File: config.mk
export PLATFORM = sky130hd
export DESIGN_NAME = matmul_result_drain
export DESIGN_NICKNAME = d
export VERILOG_FILES = /design/src/rtl/matmul_drain_pkg.sv /design/src/rtl/matmul_drain_tile_buf.sv /design/src/rtl/matmul_result_drain.sv
export SDC_FILE = /design/constraint.sdc
export NUM_CORES = 1
export LEC_CHECK = 0
export ABC_CLOCK_PERIOD_IN_PS = 2900
export BUFFER_PORTS_ARGS = -buffer_cell sky130_fd_sc_hd__buf_2
export CORE_UTILIZATION = 45
export DETAILED_ROUTE_END_ITERATION = 8
export PLACE_DENSITY = 0.71
export SLEW_MARGIN = 20
export SYNTH_ARGS = -nofsm -noshare
export SYNTH_HDL_FRONTEND = slang
export SYNTH_SLANG_ARGS = --single-unit
export TNS_END_PERCENT = 30
File: constraint.sdc
create_clock -name clk_i -period 2.9 [get_ports clk_i]
set_clock_uncertainty 0.05 [all_clocks]
set_input_delay 0.58 -clock clk_i [delete_from_list [all_inputs] [get_ports clk_i]]
set_output_delay 0.58 -clock clk_i [all_outputs]
set_load 0.05 [all_outputs]
File: src/rtl/matmul_drain_pkg.sv
// ---------------------------------------------------------------------------
// matmul_drain_pkg
// Shared definitions for the matmul result drain:
//   DW            - element width (signed 32-bit results)
//   drain_state_e - drain FSM states (IDLE, DRAIN)
//   calc_beats    - number of output beats needed for an M x N tile
//   beat_width    - width of the beat index (never less than 1 bit)
// ---------------------------------------------------------------------------
package matmul_drain_pkg;

    localparam int DW = 32;

    typedef enum logic {
        IDLE  = 1'b0,
        DRAIN = 1'b1
    } drain_state_e;

    // ceil(M*N / LANES)
    function automatic int calc_beats(input int m, input int n, input int lanes);
        return (m * n + lanes - 1) / lanes;
    endfunction

    function automatic int beat_width(input int beats);
        return (beats > 1) ? $clog2(beats) : 1;
    endfunction

endpackage

File: src/rtl/matmul_drain_tile_buf.sv
// ---------------------------------------------------------------------------
// matmul_drain_tile_buf
// One M x N tile register array plus a LANES-wide read slice.
// Elements are stored flat in row-major order (k = i*N + j); beat b reads
// elements b*LANES .. b*LANES+LANES-1, lane 0 in the LSBs. Lane positions
// past the end of the tile read as zero.
//
// Ports:
//   clk      in   clock
//   load     in   capture the whole tile d on this rising edge
//   clear    in   synchronous clear (wins over load)
//   d        in   M x N signed result tile
//   beat_idx in   beat to present on slice
//   slice    out  LANES*DW bits for the selected beat
// ---------------------------------------------------------------------------
module matmul_drain_tile_buf
    import matmul_drain_pkg::*;
#(
    parameter  int M     = 2,
    parameter  int N     = 2,
    parameter  int LANES = 1,
    localparam int BEATS = calc_beats(M, N, LANES),
    localparam int BW    = beat_width(BEATS)
) (
    input  logic                 clk,
    input  logic                 load,
    input  logic                 clear,
    input  logic signed [DW-1:0] d [M][N],
    input  logic [BW-1:0]        beat_idx,
    output logic [LANES*DW-1:0]  slice
);

    localparam int ELEMS = M * N;
    localparam int PADW  = BEATS * LANES * DW;

    logic [ELEMS*DW-1:0] mem;
    logic [PADW-1:0]     padded;

    always_ff @(posedge clk) begin
        if (clear) begin
            mem <= '0;
        end else if (load) begin
            for (int i = 0; i < M; i++) begin
                for (int j = 0; j < N; j++) begin
                    mem[(i*N + j)*DW +: DW] <= d[i][j];
                end
            end
        end
    end

    // The tile is zero-extended to a whole number of beats so the last beat's
    // unused lanes come out as zero; the beat is then picked by a mux over
    // constant offsets.
    always_comb begin
        padded = '0;
        padded[ELEMS*DW-1:0] = mem;
        slice = '0;
        for (int b = 0; b < BEATS; b++) begin
            if (beat_idx == BW'(b)) begin
                slice = padded[b*LANES*DW +: LANES*DW];
            end
        end
    end

endmodule

File: src/rtl/matmul_result_drain.sv
// ---------------------------------------------------------------------------
// matmul_result_drain
// Accepts one M x N tile of signed 32-bit results from the matmul core over
// valid_i/ready_o and streams it out row-major, LANES elements per beat, on
// data_o/valid_o/ready_i with last_o marking the final beat of each tile.
//
// Handshake rule (both sides): a transfer happens on a rising edge where
// valid and ready are both 1. A source holding valid keeps its payload
// stable until that edge; valid_o never drops without a transfer, and
// ready_o depends only on registered state.
//
// Ports:
//   clk_i       in   clock
//   rst_i       in   synchronous active-high reset
//   D_i         in   M x N result tile (sampled only on a tile accept)
//   valid_i     in   tile valid
//   ready_o     out  tile accept
//   data_o      out  output beat, lane 0 in the LSBs, zero when idle
//   valid_o     out  beat valid
//   ready_i     in   downstream accept
//   last_o      out  final beat of the tile
//   beat_idx_o  out  index of the current beat within the tile
//
// Build option MATMUL_DRAIN_DOUBLE_BUFFER_EN: adds a second tile buffer so
// the next tile can be accepted while the current one drains, and drains
// back-to-back tiles with no idle cycle between them.
// ---------------------------------------------------------------------------
module matmul_result_drain
    import matmul_drain_pkg::*;
#(
    parameter  int M     = 2,
    parameter  int N     = 2,
    parameter  int LANES = 1,
    localparam int BEATS = calc_beats(M, N, LANES),
    localparam int BW    = beat_width(BEATS)
) (
    input  logic                 clk_i,
    input  logic                 rst_i,
    input  logic signed [DW-1:0] D_i [M][N],
    input  logic                 valid_i,
    output logic                 ready_o,
    output logic [LANES*DW-1:0]  data_o,
    output logic                 valid_o,
    input  logic                 ready_i,
    output logic                 last_o,
    output logic [BW-1:0]        beat_idx_o
);

    localparam logic [BW-1:0] LAST_IDX = BW'(BEATS - 1);

    drain_state_e         state_q, state_d;
    logic [BW-1:0]        cnt_q, cnt_d;
    logic                 tile_acc;
    logic                 beat_hs;
    logic                 last_hs;
    logic [LANES*DW-1:0]  slice;

    assign tile_acc = valid_i && ready_o;
    assign beat_hs  = valid_o && ready_i;
    assign last_hs  = beat_hs && (cnt_q == LAST_IDX);

    assign valid_o    = (state_q == DRAIN);
    assign last_o     = (state_q == DRAIN) && (cnt_q == LAST_IDX);
    assign beat_idx_o = cnt_q;
    assign data_o     = valid_o ? slice : '0;

`ifdef MATMUL_DRAIN_DOUBLE_BUFFER_EN
    // Two physical buffers; rd_sel_q names the one being drained ("active"),
    // the other is the shadow. Promoting the shadow is a pointer flip rather
    // than a copy.
    logic       shadow_full_q, shadow_full_d;
    logic       rd_sel_q, rd_sel_d;
    logic [1:0] load;
    logic [LANES*DW-1:0] slice0, slice1;

    assign ready_o = !shadow_full_q;

    always_comb begin
        state_d       = state_q;
        cnt_d         = cnt_q;
        shadow_full_d = shadow_full_q;
        rd_sel_d      = rd_sel_q;
        load          = '0;
        case (state_q)
            IDLE: begin
                if (tile_acc) begin
                    state_d        = DRAIN;
                    cnt_d          = '0;
                    load[rd_sel_q] = 1'b1;
                end
            end
            DRAIN: begin
                if (last_hs) begin
                    cnt_d = '0;
                    if (shadow_full_q) begin
                        // shadow becomes active; ready_o was 0 so no accept here
                        rd_sel_d      = ~rd_sel_q;
                        shadow_full_d = 1'b0;
                    end else if (tile_acc) begin
                        // the drained buffer is free at this edge: load it directly
                        load[rd_sel_q] = 1'b1;
                    end else begin
                        state_d = IDLE;
                    end
                end else begin
                    if (beat_hs) begin
                        cnt_d = cnt_q + BW'(1);
                    end
                    if (tile_acc) begin
                        load[~rd_sel_q] = 1'b1;
                        shadow_full_d   = 1'b1;
                    end
                end
            end
        endcase
    end

    matmul_drain_tile_buf #(.M(M), .N(N), .LANES(LANES)) u_buf0 (
        .clk      (clk_i),
        .load     (load[0]),
        .clear    (rst_i),
        .d        (D_i),
        .beat_idx (cnt_q),
        .slice    (slice0)
    );

    matmul_drain_tile_buf #(.M(M), .N(N), .LANES(LANES)) u_buf1 (
        .clk      (clk_i),
        .load     (load[1]),
        .clear    (rst_i),
        .d        (D_i),
        .beat_idx (cnt_q),
        .slice    (slice1)
    );

    assign slice = rd_sel_q ? slice1 : slice0;

    always_ff @(posedge clk_i) begin
        if (rst_i) begin
            state_q       <= IDLE;
            cnt_q         <= '0;
            shadow_full_q <= 1'b0;
            rd_sel_q      <= 1'b0;
        end else begin
            state_q       <= state_d;
            cnt_q         <= cnt_d;
            shadow_full_q <= shadow_full_d;
            rd_sel_q      <= rd_sel_d;
        end
    end
`else
    // Single buffer: a tile is only accepted from IDLE, which leaves one idle
    // cycle between the last beat of a tile and the accept of the next.
    assign ready_o = (state_q == IDLE);

    always_comb begin
        state_d = state_q;
        cnt_d   = cnt_q;
        case (state_q)
            IDLE: begin
                if (tile_acc) begin
                    state_d = DRAIN;
                    cnt_d   = '0;
                end
            end
            DRAIN: begin
                if (last_hs) begin
                    state_d = IDLE;
                    cnt_d   = '0;
                end else if (beat_hs) begin
                    cnt_d = cnt_q + BW'(1);
                end
            end
        endcase
    end

    matmul_drain_tile_buf #(.M(M), .N(N), .LANES(LANES)) u_buf0 (
        .clk      (clk_i),
        .load     (tile_acc),
        .clear    (rst_i),
        .d        (D_i),
        .beat_idx (cnt_q),
        .slice    (slice)
    );

    always_ff @(posedge clk_i) begin
        if (rst_i) begin
            state_q <= IDLE;
            cnt_q   <= '0;
        end else begin
            state_q <= state_d;
            cnt_q   <= cnt_d;
        end
    end
`endif

endmodule

Yosys cells after proc, flatten, opt, wreduce, memory -nomap -nowiden
Index checks and enable logic that the tools add are counted.
W data, S select, Z words.
- bits in registers: 131
- output and inout bits: 37
- logic and storage cells: 28
- add/subtract/negate cells: 1
- equal/unequal tests: 5
- mux-type cells: 12
- bitwise operators: 1
- reduce and logical (&&, ||, !) cells: 6
- operators by type and width (cell ; number):
    $mux W32 ; 5
    $mux W2 ; 3
    $eq A2 B2 Y1 const B ; 2
    $logic_and A1 B1 Y1 ; 4
    $pmux W2 S2 ; 1
    $ne A3 B1 Y1 const B ; 1
    $add A2 B1 Y2 const B ; 1
    $eq A2 B1 Y1 const B ; 1
    $logic_not A2 Y1 ; 1
    $mux W1 ; 2
    $ne A2 B1 Y1 const B ; 1
    $pmux W1 S2 ; 1
    $reduce_and A2 Y1 ; 1
    $not A1 Y1 ; 1

Logic depth before layout (Yosys ltp)
- depth in word-level cells: 6
- gate-level depth with buffers: 8
- depth with buffers taken out: 5

Modules after synthesis
Synthesis repeated with hierarchy kept, for this count alone.
- cell total of the unflattened synthesis: 503
- area total of the unflattened synthesis: 5709.2 um^2
- modules (own cells, without submodules) (module ; times used ; cells an instance ; area each (um^2) ; seq. area each (um^2)):
    matmul_drain_tile_buf ; 1 ; 451 ; 5295.1 ; 2562.5
    matmul_result_drain ; 1 ; 52 ; 414.1 ; 60.1

Least setup slack after synthesis
Ideal clock, no wire load.
- kind: register to output
- start: reg cnt_q[1], in the netlist beat_idx_o[1]
- end: out data_o[0]
- arrival: 2.798 ns
- data required time: 2.270 ns
- setup slack: -0.528 ns
- stages on the path, launching flop included: 9
- buffers on the path: 3
- cell sequence: dfxtp_1 inv_1 ha_1 buf_6 nor2b_2 buf_2 buf_8 a221oi_1 o31ai_1
- longest elaborated chain between the ends: 6
- elaborated cells between the ends (all ways): 9
- those cells by class: eq/ne: 3; mux: 5; reduce/logical: 1
- RTL lines (item ; RTL line ; RTL):
    from (decl) ; matmul_result_drain.sv:52 ; logic [BW-1:0] cnt_q, cnt_d;
    from (signal assigned) ; matmul_result_drain.sv:192 ; cnt_q <= cnt_d;
    $logic_not A2 Y1 ; matmul_drain_tile_buf.sv:59 ; if (beat_idx == BW'(b)) begin
    $mux W32 (3 in series) ; matmul_drain_tile_buf.sv:59 ;
    $mux W32 (*) ; matmul_drain_tile_buf.sv:59 ;
    $mux W32 (*) ; matmul_result_drain.sv:65 ; assign data_o = valid_o ? slice : '0;
    to (decl) ; matmul_result_drain.sv:42 ; output logic [LANES*DW-1:0] data_o,
Mark *: on every way between the ends. The rest lies on a longest branch, timed or not.

Final worst setup path
- start: reg cnt_q[0], in the netlist beat_idx_o[0]
- end: out data_o[12]
The elaborated chain is that of the path after synthesis.

==> metrics.md <==
| Metric | Value |
|---|---|
| Final #Nets | between 1000 and 1500 |
| RSZ-0062 raised after global routing | yes |
| Slew @ Worst Pin | 656.0 ps |
| Synth warn | 0 |
| Worst-skew pair later-pin latency | 410 ps |
| Clock power frac | 44.7% |
| Post-DP HPWL | between 10000 and 15000 um |
| Most Used Layer, Global Route | met2 |
| Critical Path End | data_o[12] |
| Global-route met1 utilization | 33.10% |
| Vias in the first global route | 5232 |
| Worst path cell trace | inv_1 > ha_2 > buf_4 > a221oi_1 > o31ai_4 > buf_2 |
| Die W | 114.0 um |
| Drt drc | 0 |
| Synth cell types | 24 |
| Power share of the combinational group | around an eighth |
| Worst hold path cell count | 3 |
| Most common cell after layout, fill and taps aside | nand2_1 |
| Chip height | 114.0 um |
| Worst path max stage delay | 370 ps |
| Layout area overhead | 30.10% |
| Clock buffer depth | 2 |
| Reg power frac | 42.9% |
| Crit end category | output pin |
| I/O Pins | 169 |
| Final setup viols | 0 |
| HP Class | primary input to register |
| I/O Buffers | 168 |
| Max VDD drop | around 0.35 mV |
| Sw Share | 25.07% |
| Initial DRC Count | 528 |
| Final hold slack | 356.1 ps |
| Post-Syn Area | approximately 5600 sq um |
| GP Congestion | around 0.80 |
| DRT Wirelength | 16030 um |
| Post-synthesis sequential area ratio | 46.45% |
| Core Box Area | between 10000 and 15000 sq um |
| Met3 track demand over resource | 6.004% |
| Fin. max-slew vios | 0 |
| Worst reg2reg endpoint | u_buf0.mem[90] |
| Maxcap violations | 0 |
| Slew headroom | 56.27% |
| First-pass iteration count of the detailed router | 5 |
| CTS buffer count | 17 |
| Post-Place Setup Slack | 457.0 ps |
| Commonest non-fill, non-tap cells in the layout | nand2_1 (257), buf_2 (166), dfxtp_1 (130) |
| Pint | 3.431 mW |
| Status | completed |
| Post-route ant nets | 0 |
| R2R cell count | 5 |
| Grt met2 use | approximately 41% |
| Final period util | 97.77% |
| First-pass GRT wire length | 25700 um |
| Initial antenna violation count | 1 |
| Fin worst setup slack | 64.64 ps |
| Reg-to-reg startpoint | valid_o |
| Routed wire per std cell | 15.34 um |
| Syn_area_per_cell | 7.712 sq um |
| CP Data Arrival Time | 2210 ps |
| CP max stage cell | ha_2 |
| Pwr/cell area | 623.6 nW/um^2 |
| Gr usage total | 25.37% |
| Die ar. | 13000 sq um |
| Largest net degree at the start of global routing | 90 |
| # H-tree levels | 4 |
| Net switching power | 1.148 mW |
| # rows | 40 |
| Layout cells sized above 1 | a little under 30% |
| Clock root cell | clkbuf_16 |
| Synth Register Bits | approximately 130 |
| Final Core Density | 60.64% |
| Leak Pwr | a little over 3 nW |
| Grt ovf | 0 |
| Kind of critical path | register to output pin |
| Sink Count | 131 |
| Starting density of the core | 46.61% |
| Hold Violations, Final | 0 |
| CP startpoint | beat_idx_o[0] |
| Worst-path clk slew | ~50 ps |
| Syn Inst Count | 732 |
| Crit Path Max Fanout | 22 |
| Fmax | between 300 and 400 MHz |
| Post-layout minimum cycle time | about 2800 ps |
| R2r setup slk | 1030 ps |
| Via count | 5564 |
| Critical path data required time | 2270 ps |
| Clock tree from TritonCTS | built |
| Vias per cell | 5.324 |
| CP startpoint kind | register |
| Syn nets | 868 |
==> flip-flops by register name, indices dropped and copies added (netlist names) <==
signal / cells
u_buf0.mem: 128
valid_o: 1
beat_idx_o: 2
==> metal layers <==
metal	share of wire (%)	routed length (um)
met4	1.6	263
met3	6.9	1110
met2	47	7593
met5	0	0
met1	44	7060
==> critical path: cells and delay by family, from the launching register on <==
kind,cells,cell delay (ps)
fa+ha+maj,1,370
buf+inv,3,730
flops,1,350
compound gates,2,330
==> final cells by class <==
cell class	count	area, sq um
fillers	1151	4767
multi-input cells	529	2909
flip-flops and latches	131	2624
repair buffers	184	1028
clock buffers	24	481.7
well taps	168	210.2
clock inverters	5	77.57
inverters	3	11.26
diodes	1	2.502
==> synth_stat cells <==
cell,n,area (sq um)
a32oi_1,1,8.760
nand2_1,257,964.7
clkbuf_4,1,7.510
buf_6,3,33.78
buf_8,1,15.01
mux2i_1,1,10.01
clkbuf_1,25,93.84
dfxtp_1,131,2623
buf_2,31,155.2
o31ai_1,32,240.2
ha_1,4,50.05
a311oi_1,1,8.760
a221oi_2,8,120.1
inv_1,3,11.26
nor2b_1,33,206.5
and2_1,1,6.260
nand3_1,33,165.2
a221oi_1,24,210.2
nor2b_2,1,8.760
buf_4,3,22.52
buf_1,5,18.77
nand2b_1,2,12.51
a21oi_1,129,645.6
nor2_1,2,7.510
==> how the worst min path moves through the flow <==
stage | from | endpoint | slack (ps)
detailed placement | u_buf0.mem[11] | u_buf0.mem[11] | 400
finish | D_i[38] | u_buf0.mem[70] | 360
global route | D_i[82] | u_buf0.mem[50] | 350
global placement | u_buf0.mem[15] | u_buf0.mem[15] | 390
floorplan | u_buf0.mem[0] | u_buf0.mem[0] | 390
CTS | D_i[120] | u_buf0.mem[24] | 340
==> repair_timing <==
item,in CTS,in global routing
gates resized for setup,0,4
hold endpoints to repair,0,0
buffers inserted,0,0
setup endpoints to repair,0,10
hold buffers,0,0
==> cell families (layout without fill, tap and decap cells) <==
| family | count (synthesis) | in the layout | synth area share (%) |
|---|---|---|---|
| other | 0 | 1 | 0 |
| adders and majority gates | 4 | 4 | 0.8866 |
| buffers and inverters | 72 | 216 | 6.339 |
| AOI/OAI and AO/OA | 195 | 195 | 21.85 |
| DFF | 131 | 131 | 46.45 |
| and+or+nand+nor | 329 | 329 | 24.29 |
| muxes | 1 | 1 | 0.1773 |
==> power by group through the flow <==
stage	clock network (mW)	registers [mW]	logic [mW]
after floorplan	0	1.99	0.380
after global placement	0	2.00	0.564
after detailed placement	0	2.00	0.569
after CTS	2.07	1.96	0.571
after global routing	2.17	1.97	0.625
final	2.05	1.96	0.570
==> per-stage QoR <==
stage	total power [mW]	cells	instance area, sq um	setup TNS, ps
2_1_floorplan	2.370	732	5849	-2341
3_3_place_gp	2.560	1015	6768	0
3_5_place_dp	2.568	1015	6768	0
4_1_cts	4.604	1044	7327	0
5_1_grt	4.764	1045	7345	-211.7
6_report	4.580	1045	7345	0
(Power assumes the default switching activity.)
